[src/rtl/gpr_wb_if.sv]
// gpr_wb_if: handshake/bus bundle between the execute/memory datapath and the GPR write-back controller
//   master : upstream side (drives ALU/mem results, observes stall, ready and GPR write port)
//   slave  : controller side (consumes results, drives stall, ready, GPR write port, fifo_count)
//   DEPTH  : long-latency FIFO depth, sizes fifo_count
interface gpr_wb_if #(parameter int DEPTH = 4);
    localparam int CW = $clog2(DEPTH) + 1;
    logic          alu_valid;
    logic [4:0]    alu_reg;
    logic [31:0]   alu_data;
    logic          alu_ovf;
    logic          alu_stall;
    logic          mem_valid;
    logic [4:0]    mem_reg;
    logic [31:0]   mem_data;
    logic          mem_ready;
    logic          rw;
    logic [4:0]    WriteReg;
    logic [31:0]   WriteData;
    logic          overflow;
    logic [CW-1:0] fifo_count;
    modport master (
        output alu_valid, alu_reg, alu_data, alu_ovf, mem_valid, mem_reg, mem_data,
        input  alu_stall, mem_ready, rw, WriteReg, WriteData, overflow, fifo_count
    );
    modport slave (
        input  alu_valid, alu_reg, alu_data, alu_ovf, mem_valid, mem_reg, mem_data,
        output alu_stall, mem_ready, rw, WriteReg, WriteData, overflow, fifo_count
    );
endinterface

[src/rtl/gpr_wb_ctrl.sv]
// gpr_wb_ctrl: single GPR writer merging 1-cycle ALU results with FIFO-buffered long-latency results
//   clk   : clock, all state on rising edge
//   rst_n : asynchronous active-low reset
//   bus   : gpr_wb_if.slave (ALU result in, mem result handshake in, alu_stall out,
//           registered GPR write port rw/WriteReg/WriteData/overflow, fifo_count)
//   GPR_WB_BYPASS_EN : when defined, an accepted mem result skips the empty FIFO if nothing
//                      else wants the write port this cycle (latency 1 instead of 2)
module gpr_wb_ctrl #(
    parameter int DEPTH      = 4,
    parameter int STARVE_MAX = 8
) (
    input logic     clk,
    input logic     rst_n,
    gpr_wb_if.slave bus
);
    localparam int CW = $clog2(DEPTH) + 1;
    localparam int AW = $clog2(DEPTH);
    localparam int SW = $clog2(STARVE_MAX + 1);

    logic [4:0]    r_fifo_reg  [DEPTH];
    logic [31:0]   r_fifo_data [DEPTH];
    logic [AW-1:0] r_wptr, r_rptr;
    logic [CW-1:0] r_count;
    logic [SW-1:0] r_starve;
    logic          r_stall, r_rw, r_ovf;
    logic [4:0]    r_wreg;
    logic [31:0]   r_wdata;
    logic          w_ready, w_acc, w_alu_ok, w_nonempty, w_deq, w_byp, w_enq, w_win;

    assign w_ready    = r_count != CW'(DEPTH);
    assign w_acc      = bus.mem_valid && w_ready;
    assign w_alu_ok   = bus.alu_valid && bus.alu_reg != 5'd0 && !r_stall;
    assign w_nonempty = r_count != '0;
    // stall cycles and idle-ALU cycles both drain the head
    assign w_deq      = w_nonempty && !w_alu_ok;
`ifdef GPR_WB_BYPASS_EN
    assign w_byp      = !w_nonempty && !r_stall && !w_alu_ok && w_acc && bus.mem_reg != 5'd0;
`else
    assign w_byp      = 1'b0;
`endif
    assign w_enq      = w_acc && bus.mem_reg != 5'd0 && !w_byp;
    assign w_win      = w_alu_ok && w_nonempty;

    always_ff @(posedge clk or negedge rst_n) begin
        if (!rst_n) begin
            r_wptr   <= '0;
            r_rptr   <= '0;
            r_count  <= '0;
            r_starve <= '0;
            r_stall  <= 1'b0;
            r_rw     <= 1'b0;
            r_wreg   <= 5'd0;
            r_wdata  <= 32'd0;
            r_ovf    <= 1'b0;
        end else begin
            if (w_enq) begin
                r_fifo_reg[r_wptr]  <= bus.mem_reg;
                r_fifo_data[r_wptr] <= bus.mem_data;
                r_wptr              <= r_wptr + 1'b1;
            end
            if (w_deq)
                r_rptr <= r_rptr + 1'b1;
            r_count  <= r_count + CW'(w_enq) - CW'(w_deq);
            // the STARVE_MAX-th consecutive win arms a one-cycle forced drain
            r_stall  <= w_win && r_starve == SW'(STARVE_MAX - 1);
            r_starve <= (w_win && r_starve != SW'(STARVE_MAX - 1)) ? r_starve + 1'b1 : '0;
            r_rw     <= w_alu_ok || w_deq || w_byp;
            if (w_alu_ok) begin
                r_wreg  <= bus.alu_reg;
                r_wdata <= bus.alu_data;
                r_ovf   <= bus.alu_ovf;
            end else if (w_deq) begin
                r_wreg  <= r_fifo_reg[r_rptr];
                r_wdata <= r_fifo_data[r_rptr];
                r_ovf   <= 1'b0;
            end else if (w_byp) begin
                r_wreg  <= bus.mem_reg;
                r_wdata <= bus.mem_data;
                r_ovf   <= 1'b0;
            end
        end
    end

    assign bus.mem_ready  = w_ready;
    assign bus.alu_stall  = r_stall;
    assign bus.rw         = r_rw;
    assign bus.WriteReg   = r_wreg;
    assign bus.WriteData  = r_wdata;
    assign bus.overflow   = r_ovf;
    assign bus.fifo_count = r_count;
endmodule

[src/flat_wrapper.sv]
// flat-port wrapper written by rule: the top's interface ports become plain ports
module gpr_wb_ctrl_flat 
#(
    parameter int DEPTH      = 4,
    parameter int STARVE_MAX = 8
)
  (clk, rst_n, bus_alu_valid, bus_alu_reg, bus_alu_data, bus_alu_ovf, bus_mem_valid, bus_mem_reg, bus_mem_data, bus_alu_stall, bus_mem_ready, bus_rw, bus_WriteReg, bus_WriteData, bus_overflow, bus_fifo_count);
  gpr_wb_if #(.DEPTH(DEPTH)) bus_i ();
  input logic clk;
  input logic rst_n;
  input wire logic [$bits(bus_i.alu_valid)-1:0] bus_alu_valid;
  input wire logic [$bits(bus_i.alu_reg)-1:0] bus_alu_reg;
  input wire logic [$bits(bus_i.alu_data)-1:0] bus_alu_data;
  input wire logic [$bits(bus_i.alu_ovf)-1:0] bus_alu_ovf;
  input wire logic [$bits(bus_i.mem_valid)-1:0] bus_mem_valid;
  input wire logic [$bits(bus_i.mem_reg)-1:0] bus_mem_reg;
  input wire logic [$bits(bus_i.mem_data)-1:0] bus_mem_data;
  output wire logic [$bits(bus_i.alu_stall)-1:0] bus_alu_stall;
  output wire logic [$bits(bus_i.mem_ready)-1:0] bus_mem_ready;
  output wire logic [$bits(bus_i.rw)-1:0] bus_rw;
  output wire logic [$bits(bus_i.WriteReg)-1:0] bus_WriteReg;
  output wire logic [$bits(bus_i.WriteData)-1:0] bus_WriteData;
  output wire logic [$bits(bus_i.overflow)-1:0] bus_overflow;
  output wire logic [$bits(bus_i.fifo_count)-1:0] bus_fifo_count;
  assign bus_i.alu_valid = bus_alu_valid;
  assign bus_i.alu_reg = bus_alu_reg;
  assign bus_i.alu_data = bus_alu_data;
  assign bus_i.alu_ovf = bus_alu_ovf;
  assign bus_i.mem_valid = bus_mem_valid;
  assign bus_i.mem_reg = bus_mem_reg;
  assign bus_i.mem_data = bus_mem_data;
  assign bus_alu_stall = bus_i.alu_stall;
  assign bus_mem_ready = bus_i.mem_ready;
  assign bus_rw = bus_i.rw;
  assign bus_WriteReg = bus_i.WriteReg;
  assign bus_WriteData = bus_i.WriteData;
  assign bus_overflow = bus_i.overflow;
  assign bus_fifo_count = bus_i.fifo_count;
  gpr_wb_ctrl #(.DEPTH(DEPTH), .STARVE_MAX(STARVE_MAX)) u_core (.clk(clk), .rst_n(rst_n), .bus(bus_i));
endmodule
[config.mk]
export PLATFORM = sky130hd
export DESIGN_NAME = gpr_wb_ctrl_flat
export DESIGN_NICKNAME = d
export VERILOG_FILES = /design/src/rtl/gpr_wb_if.sv /design/src/rtl/gpr_wb_ctrl.sv /design/src/flat_wrapper.sv
export SDC_FILE = /design/constraint.sdc
export NUM_CORES = 1
export LEC_CHECK = 0
export ABC_AREA = 1
export BUFFER_PORTS_ARGS = -buffer_cell sky130_fd_sc_hd__buf_2
export CORE_ASPECT_RATIO = 0.9
export CORE_MARGIN = 2
export CORE_UTILIZATION = 25
export DETAILED_ROUTE_END_ITERATION = 6
export PLACE_DENSITY = 0.46
export SYNTH_ARGS = -nofsm -noshare
export SYNTH_HDL_FRONTEND = slang
export SYNTH_SLANG_ARGS = --single-unit
export TNS_END_PERCENT = 1
[constraint.sdc]
create_clock -name clk -period 5 [get_ports clk]
set_clock_uncertainty 0.2 [all_clocks]
set_input_delay 0.5 -clock clk [delete_from_list [all_inputs] [get_ports clk]]
set_output_delay 0.5 -clock clk [all_outputs]
set_load 0.01 [all_outputs]
==> results.cfg, run 1 <==
[route]
wirelength_mm = 23.4
routed_via_density = 4.12
drt_drc_violations_left = 0
route.antenna.remaining_nets = 0
first_iter_violations = 303
route.detailed.wl_per_inst_um = 15.9
drt_pass1_iterations = 5
via_count = 6045

[synthesis]
netlist_cell_types = 23
post_synth_top_area_cell = edfxtp_1
number_of_enable_flip_flop_cells_after_synthesis = 148
mappedNetlistNets = 964
yosysSeqAreaShare = 0.647
netlist_top_cells_area = edfxtp_1 (50%), dfrtp_1 (14%), nand3_1 (13%)
async_flop_share = 0.256
synth_largest_type_area_fraction = 0.502
post_synthesis_register_bit_count = 199
netlist_instances = 877
synth_flop_cell = edfxtp_1
synth_area_per_cell_sq_um = 10.1
yosysWarnings = 0
syn-cell-area_sq_um = 8840

[pwr]
max-vdd-ir-drop_uv = 387
pwr_density_cell_nw_per_um2 = 500
leakage_component_of_the_power_nw = 4.76

[final_layout]
number_of_flip_flops_under_the_largest_register_name = 128
final_nets = 1070
final_layout_size_suffix_gt1_frac = 0.180
layout-area-overhead-vs-synth_pct = 17.9

[die]
die_x_um = 202
initial_core_util = 0.253
boundaryPins = 123
dieArea_sq_um = 36900
die-height_um = 182
placementRows = 65
core_area_sq_um = 35000

[clocking]
post_cts_resize_count = 0
cts.path.max_buffers = 2
cts.repair_timing.setup_buffer_count = 0
cts.htree.levels = 4
numCtsBuffers = 17
clock_slew_at_reported_path_ffs_ns = 0.08
clock_sinks = 199
holdBufCountCts = 0
insertion_delay_ns = 0.44
cts_tree = yes
clock_tree.root_cell = clkbuf_16

[min_path]
timing.hold.worst.class = input pin to flip-flop

[critical_path]
critical_path_class = flip-flop to flip-flop
timing.critical_path.cells = nor3_4 -> buf_4 -> inv_2 -> buf_4 -> nand2_1 -> inv_1 -> ha_1 -> inv_1 -> ha_1 -> inv_1 -> fa_1 -> xnor2_1 -> xor2_1
cp_slowest_cell = buf_4
timing.critical_path.to_type = flip-flop
timing.critical_path.fanout_max = 42
cpPeakStageDelay_ns = 0.51
critPathArrivalTime_ns = 3.44
required_time_of_the_critical_path_ns = 5.17
cp_common_cell = inv_1
worstSetupStartpointType = flip-flop

[sta]
setup_viol = 0
slew_viol_final = 0
tns_ns = 0
grt_setup_unrepaired = no
final.period_utilization = 0.655
final_period_minus_worst_setup_slack_ns = 3.27
hold_viol = 0
achievable-frequency_mhz = 305
slew_headroom = 0.346
whs_ns = 0.0660
worstMarginPinSlew_ns = 0.981

[global_routing]
gr-total-overflow = 0
number_of_antenna_violations_at_the_first_check_in_global_routing = 4
globalRouteTotalUtil = 0.130
grt_first_pass_wirelength_mm = 36.1
grt_pass1_vias = 5936
largest_net_degree_at_the_start_of_global_routing = 80

[placed_design]
dp_hpwl_mm = 14.3
numPortBuffers = 122
gpl_congestion = 0.680

[run]
max-cap-violations = 0

[run_status]
status = completed
==> synthesized netlist by cell type (2+ instances only) <==
cell,count
buf_1,3
buf_2,14
buf_4,15
buf_6,9
clkbuf_1,6
dfrtp_1,51
edfxtp_1,148
ha_1,7
inv_1,164
inv_2,4
nand2_1,202
nand3_1,229
nor2_1,10
nor2_2,3
xnor2_1,2
xor2_1,3
==> power by group <==
group          internal [mW]  switching (mW)
clock                  0.665           0.683
combinational          0.518            1.07
sequential              2.08           0.195
==> cells by family (layout without fill, tap and decap cells) <==
kind of cell / Yosys count / after routing / synth area share
adders and majority gates: 8 / 8 / 0.0122
and+or+nand+nor: 450 / 450 / 0.229
xor gates and xnor gates: 5 / 5 / 0.00495
DFF: 199 / 199 / 0.647
buffers and inverters: 215 / 334 / 0.107
other: 0 / 3 / 0
==> metal layers <==
layer,wire (um),vias to the layer above,GRT usage,part of all wire
li1,-,3039,-,-
met5,0,-,0,0
met4,201,0,0.0301,0.0086
met3,1200,18,0.0307,0.051
met2,10600,138,0.200,0.45
met1,11400,2850,0.185,0.49
==> layout by cell type, fill, tap and decap left out, drive strengths merged <==
| master | count |
|---|---|
| ha | 7 |
| nor2 | 13 |
| nand3 | 230 |
| clkbuf | 18 |
| nor3 | 2 |
| fa | 1 |
| xnor2 | 2 |
| xor2 | 3 |
| dfrtp | 51 |
| buf | 134 |
| edfxtp | 148 |
| inv | 178 |
| nand3b | 1 |
| nand2 | 203 |
| diode | 3 |
| clkinv | 4 |
| and2 | 1 |
==> area by class of cell <==
class                      instances  area (sq um)
tap                              469           587
fill                            3704         24500
inverter                         168           631
antenna                            3          7.51
timing repair buffer             134           703
sequential                       199          5720
clock buffer                      18           429
clock inverter                    14           133
multi-input combinational        463          2210
==> metrics by stage <==
step	util	instances	area, sq um	worst slack (ns)	total power [mW]
6_report	0.298	1468	10400	1.73	5.21
4_1_cts	0.298	1465	10400	1.69	5.31
3_3_place_gp	0.282	1433	9850	1.76	3.93
2_1_floorplan	-	877	8840	1.77	3.40
3_5_place_dp	0.282	1433	9850	1.73	3.95
5_1_grt	0.298	1465	10400	1.46	5.60
==> final timing paths <==
| path | from | endpoint | slack [ns] | depth (start not counted) |
|---|---|---|---|---|
| worst min register to register | u_core.r_starve[0] | u_core.r_starve[0] | 0.27 | 1 |
| worst max register to register | u_core.bus.fifo_count[1] | u_core.bus.fifo_count[2] | 1.73 | 13 |
| worst min-delay path | bus_alu_ovf | u_core.bus.overflow | 0.07 | 3 |
| max in group asynchronous | rst_n | u_core.r_rptr[1] | 3.95 | 2 |
| worst max-delay path | u_core.bus.fifo_count[1] | u_core.bus.fifo_count[2] | 1.73 | 13 |
| min in group asynchronous | rst_n | u_core.bus.fifo_count[2] | 0.08 | 2 |
==> worst max-delay path: cells and delay by family (launching register included) <==
kind / cells / cell delay, ns
xor gates and xnor gates: 2 / 0.35
adders and majority gates: 3 / 0.77
buffers and inverters: 6 / 1.04
DFF: 1 / 0.45
and+or+nand+nor: 2 / 0.39
Power figures use the tool's default switching activity.
==> inputs of run 2 (changes only) <==
Settings changed: PLACE_DENSITY 0.46 to 0.48.
Clock period 5 ns to 3 ns, I/O delays scaled along.
==> results.cfg, run 2 (synthesis results as in run 1) <==
[critical_path]
r2r.worst_path.cells = 6
critPathTopFamily = buffers and inverters
critical_path_class = input pin to flip-flop
cpPeakStageDelay_ns = 0.53
timing.critical_path.to_type = flip-flop
timing.critical_path.cells = dlygate4sd3_1 -> buf_2 -> nor2_2 -> nand3_4 -> nand2_4 -> nand2_1 -> inv_1 -> ha_1 -> inv_1 -> ha_1 -> inv_1 -> fa_1 -> xnor2_1 -> xor2_1
critPathArrivalTime_ns = 2.64
ff2ff_setup_slack_ns = 0.60
r2r_end = u_core.r_fifo_reg[1][1]
cp_slowest_cell = dlygate4sd3_1
critical_path_buf_inv_count = 5
worstSetupStartpointType = input pin
reg2reg_from = u_core.bus.fifo_count[1]
required_time_of_the_critical_path_ns = 3.16
timing.critical_path.fanout_max = 3
path_depth = 14
cp_common_cell = inv_1

[pwr]
cell_internal_pwr_mw = 5.74
clockPowerShare = 0.271
totalPowerFinal_mw = 9.07
power_frac_comb = 0.320
pwr_density_cell_nw_per_um2 = 801
leakage_component_of_the_power_nw = 5.16
switching_share = 0.366
max-vdd-ir-drop_uv = 452
power.sequential.fraction = 0.409
power_switching_mw = 3.32

[placed_design]
numPortBuffers = 122
gpl_congestion = 0.703
dp_hpwl_mm = 14.6

[clocking]
clock_sinks = 199
cts.path.max_buffers = 2
numCtsBuffers = 17
cts.htree.levels = 4
clock_tree.root_cell = clkbuf_16
insertion_delay_ns = 0.44
cts_tree = yes
clock_slew_at_reported_path_ffs_ns = 0.07

[final_layout]
mostFrequentLayoutCells = nand3_1 (229), nand2_1 (202), inv_1 (164), edfxtp_1 (148), buf_2 (122)
layout.cells.most_common = nand3_1
final_layout_size_suffix_gt1_frac = 0.178
number_of_flip_flops_under_the_largest_register_name = 128
final_nets = 1155
layout-area-overhead-vs-synth_pct = 27.9
fin_util = 0.323
ant_cells = 0

[sta]
hold_viol = 0
slew_viol_final = 0
final.period_utilization = 0.825
grt_setup_unrepaired = no
achievable-frequency_mhz = 404
worstMarginPinSlew_ns = 0.933
final_period_minus_worst_setup_slack_ns = 2.48
slew_headroom = 0.378
setup_viol = 0

[min_path]
worst_hold_path.num_cells = 3
worst_min_delay_path_startpoint = bus_alu_reg[1]
timing.hold.worst.class = input pin to flip-flop
whs_endpoint = u_core.bus.WriteReg[1]

[global_routing]
gr-total-overflow = 0
grt_pass1_vias = 6278
global_route.usage.met3 = 0.0282
grt_busiest_layer = met2
globalRouteTotalUtil = 0.132
largest_net_degree_at_the_start_of_global_routing = 80
number_of_antenna_violations_at_the_first_check_in_global_routing = 1
groute.layer.met2.usage = 0.218
grt_first_pass_wirelength_mm = 36.7
grt_use_met1 = 0.177

[run_status]
status = completed

[route]
route.antenna.remaining_nets = 0
routed_via_density = 4.10
route.detailed.wl_per_inst_um = 15.3
via_count = 6353
drt_drc_violations_left = 0
wirelength_mm = 23.8
drt_pass1_iterations = 4
first_iter_violations = 355

[die]
boundaryPins = 123
initial_core_util = 0.253
die-height_um = 182
dieArea_sq_um = 36900
placementRows = 65
die_x_um = 202
core_area_sq_um = 35000

[run]
max-cap-violations = 0
## run 2: area by class of cell
class	instances	area [sq um]
flip-flops and latches	199	5720
fillers	3635	23700
well taps	469	587
repair buffers	219	1540
multi-input cells	463	2210
inverters	168	631
clock inverters	14	181
clock buffers	18	439
## run 2: stage by stage
step	hold WS (ns)	cell area, sq um	cells	setup WS (ns)	setup TNS [ns]
finish	0.0654	11300	1550	0.524	0
global route	0.0487	11300	1550	0.396	0
CTS	0.0435	11300	1550	0.512	0
detailed placement	0.272	9940	1443	0.572	0
global placement	0.252	9940	1443	0.635	0
floorplan	-0.196	8840	877	-0.231	-34.25
## run 2: worst max-delay path by stage
stage / endpoint / from / slack (ns)
2_1_floorplan: u_core.r_fifo_data[0][0] / u_core.bus.fifo_count[1] / -0.23
3_3_place_gp: u_core.bus.fifo_count[2] / bus_alu_reg[0] / 0.64
3_5_place_dp: u_core.r_fifo_data[1][1] / u_core.bus.fifo_count[1] / 0.57
4_1_cts: u_core.bus.fifo_count[2] / bus_alu_reg[2] / 0.51
5_1_grt: u_core.bus.fifo_count[2] / bus_alu_reg[2] / 0.40
6_report: u_core.bus.fifo_count[2] / bus_alu_reg[2] / 0.52
## run 2: repair_timing
action                                  CTS  global route
buffers inserted                          0             0
endpoints found under the setup margin    0             0
endpoints found under the hold margin   236             0
hold buffers                             75             0
resized for setup                         0             0
## run 2: layer usage
metal,wire length (um),up-vias
met5,13,-
met4,238,2
met3,1210,20
met2,11000,129
met1,11300,2988
li1,-,3214
## run 2: worst reg2reg max path, cell delays in order (launching register included)
cell     delay, ns
dfrtp_1       0.47
inv_1         0.10
nand3_1       0.09
and2_1        0.23
nand3_1       0.36
nor2_4        0.41
buf_12        0.25
## run 2: power by group through the flow
stage / clock, mW / combinational (mW) / sequential (mW)
after floorplan: 0 / 1.83 / 3.84
after global placement: 0 / 2.89 / 3.76
after detailed placement: 0 / 2.91 / 3.78
after CTS: 2.52 / 3.00 / 3.72
after global routing: 2.62 / 3.32 / 3.77
final: 2.46 / 2.90 / 3.71
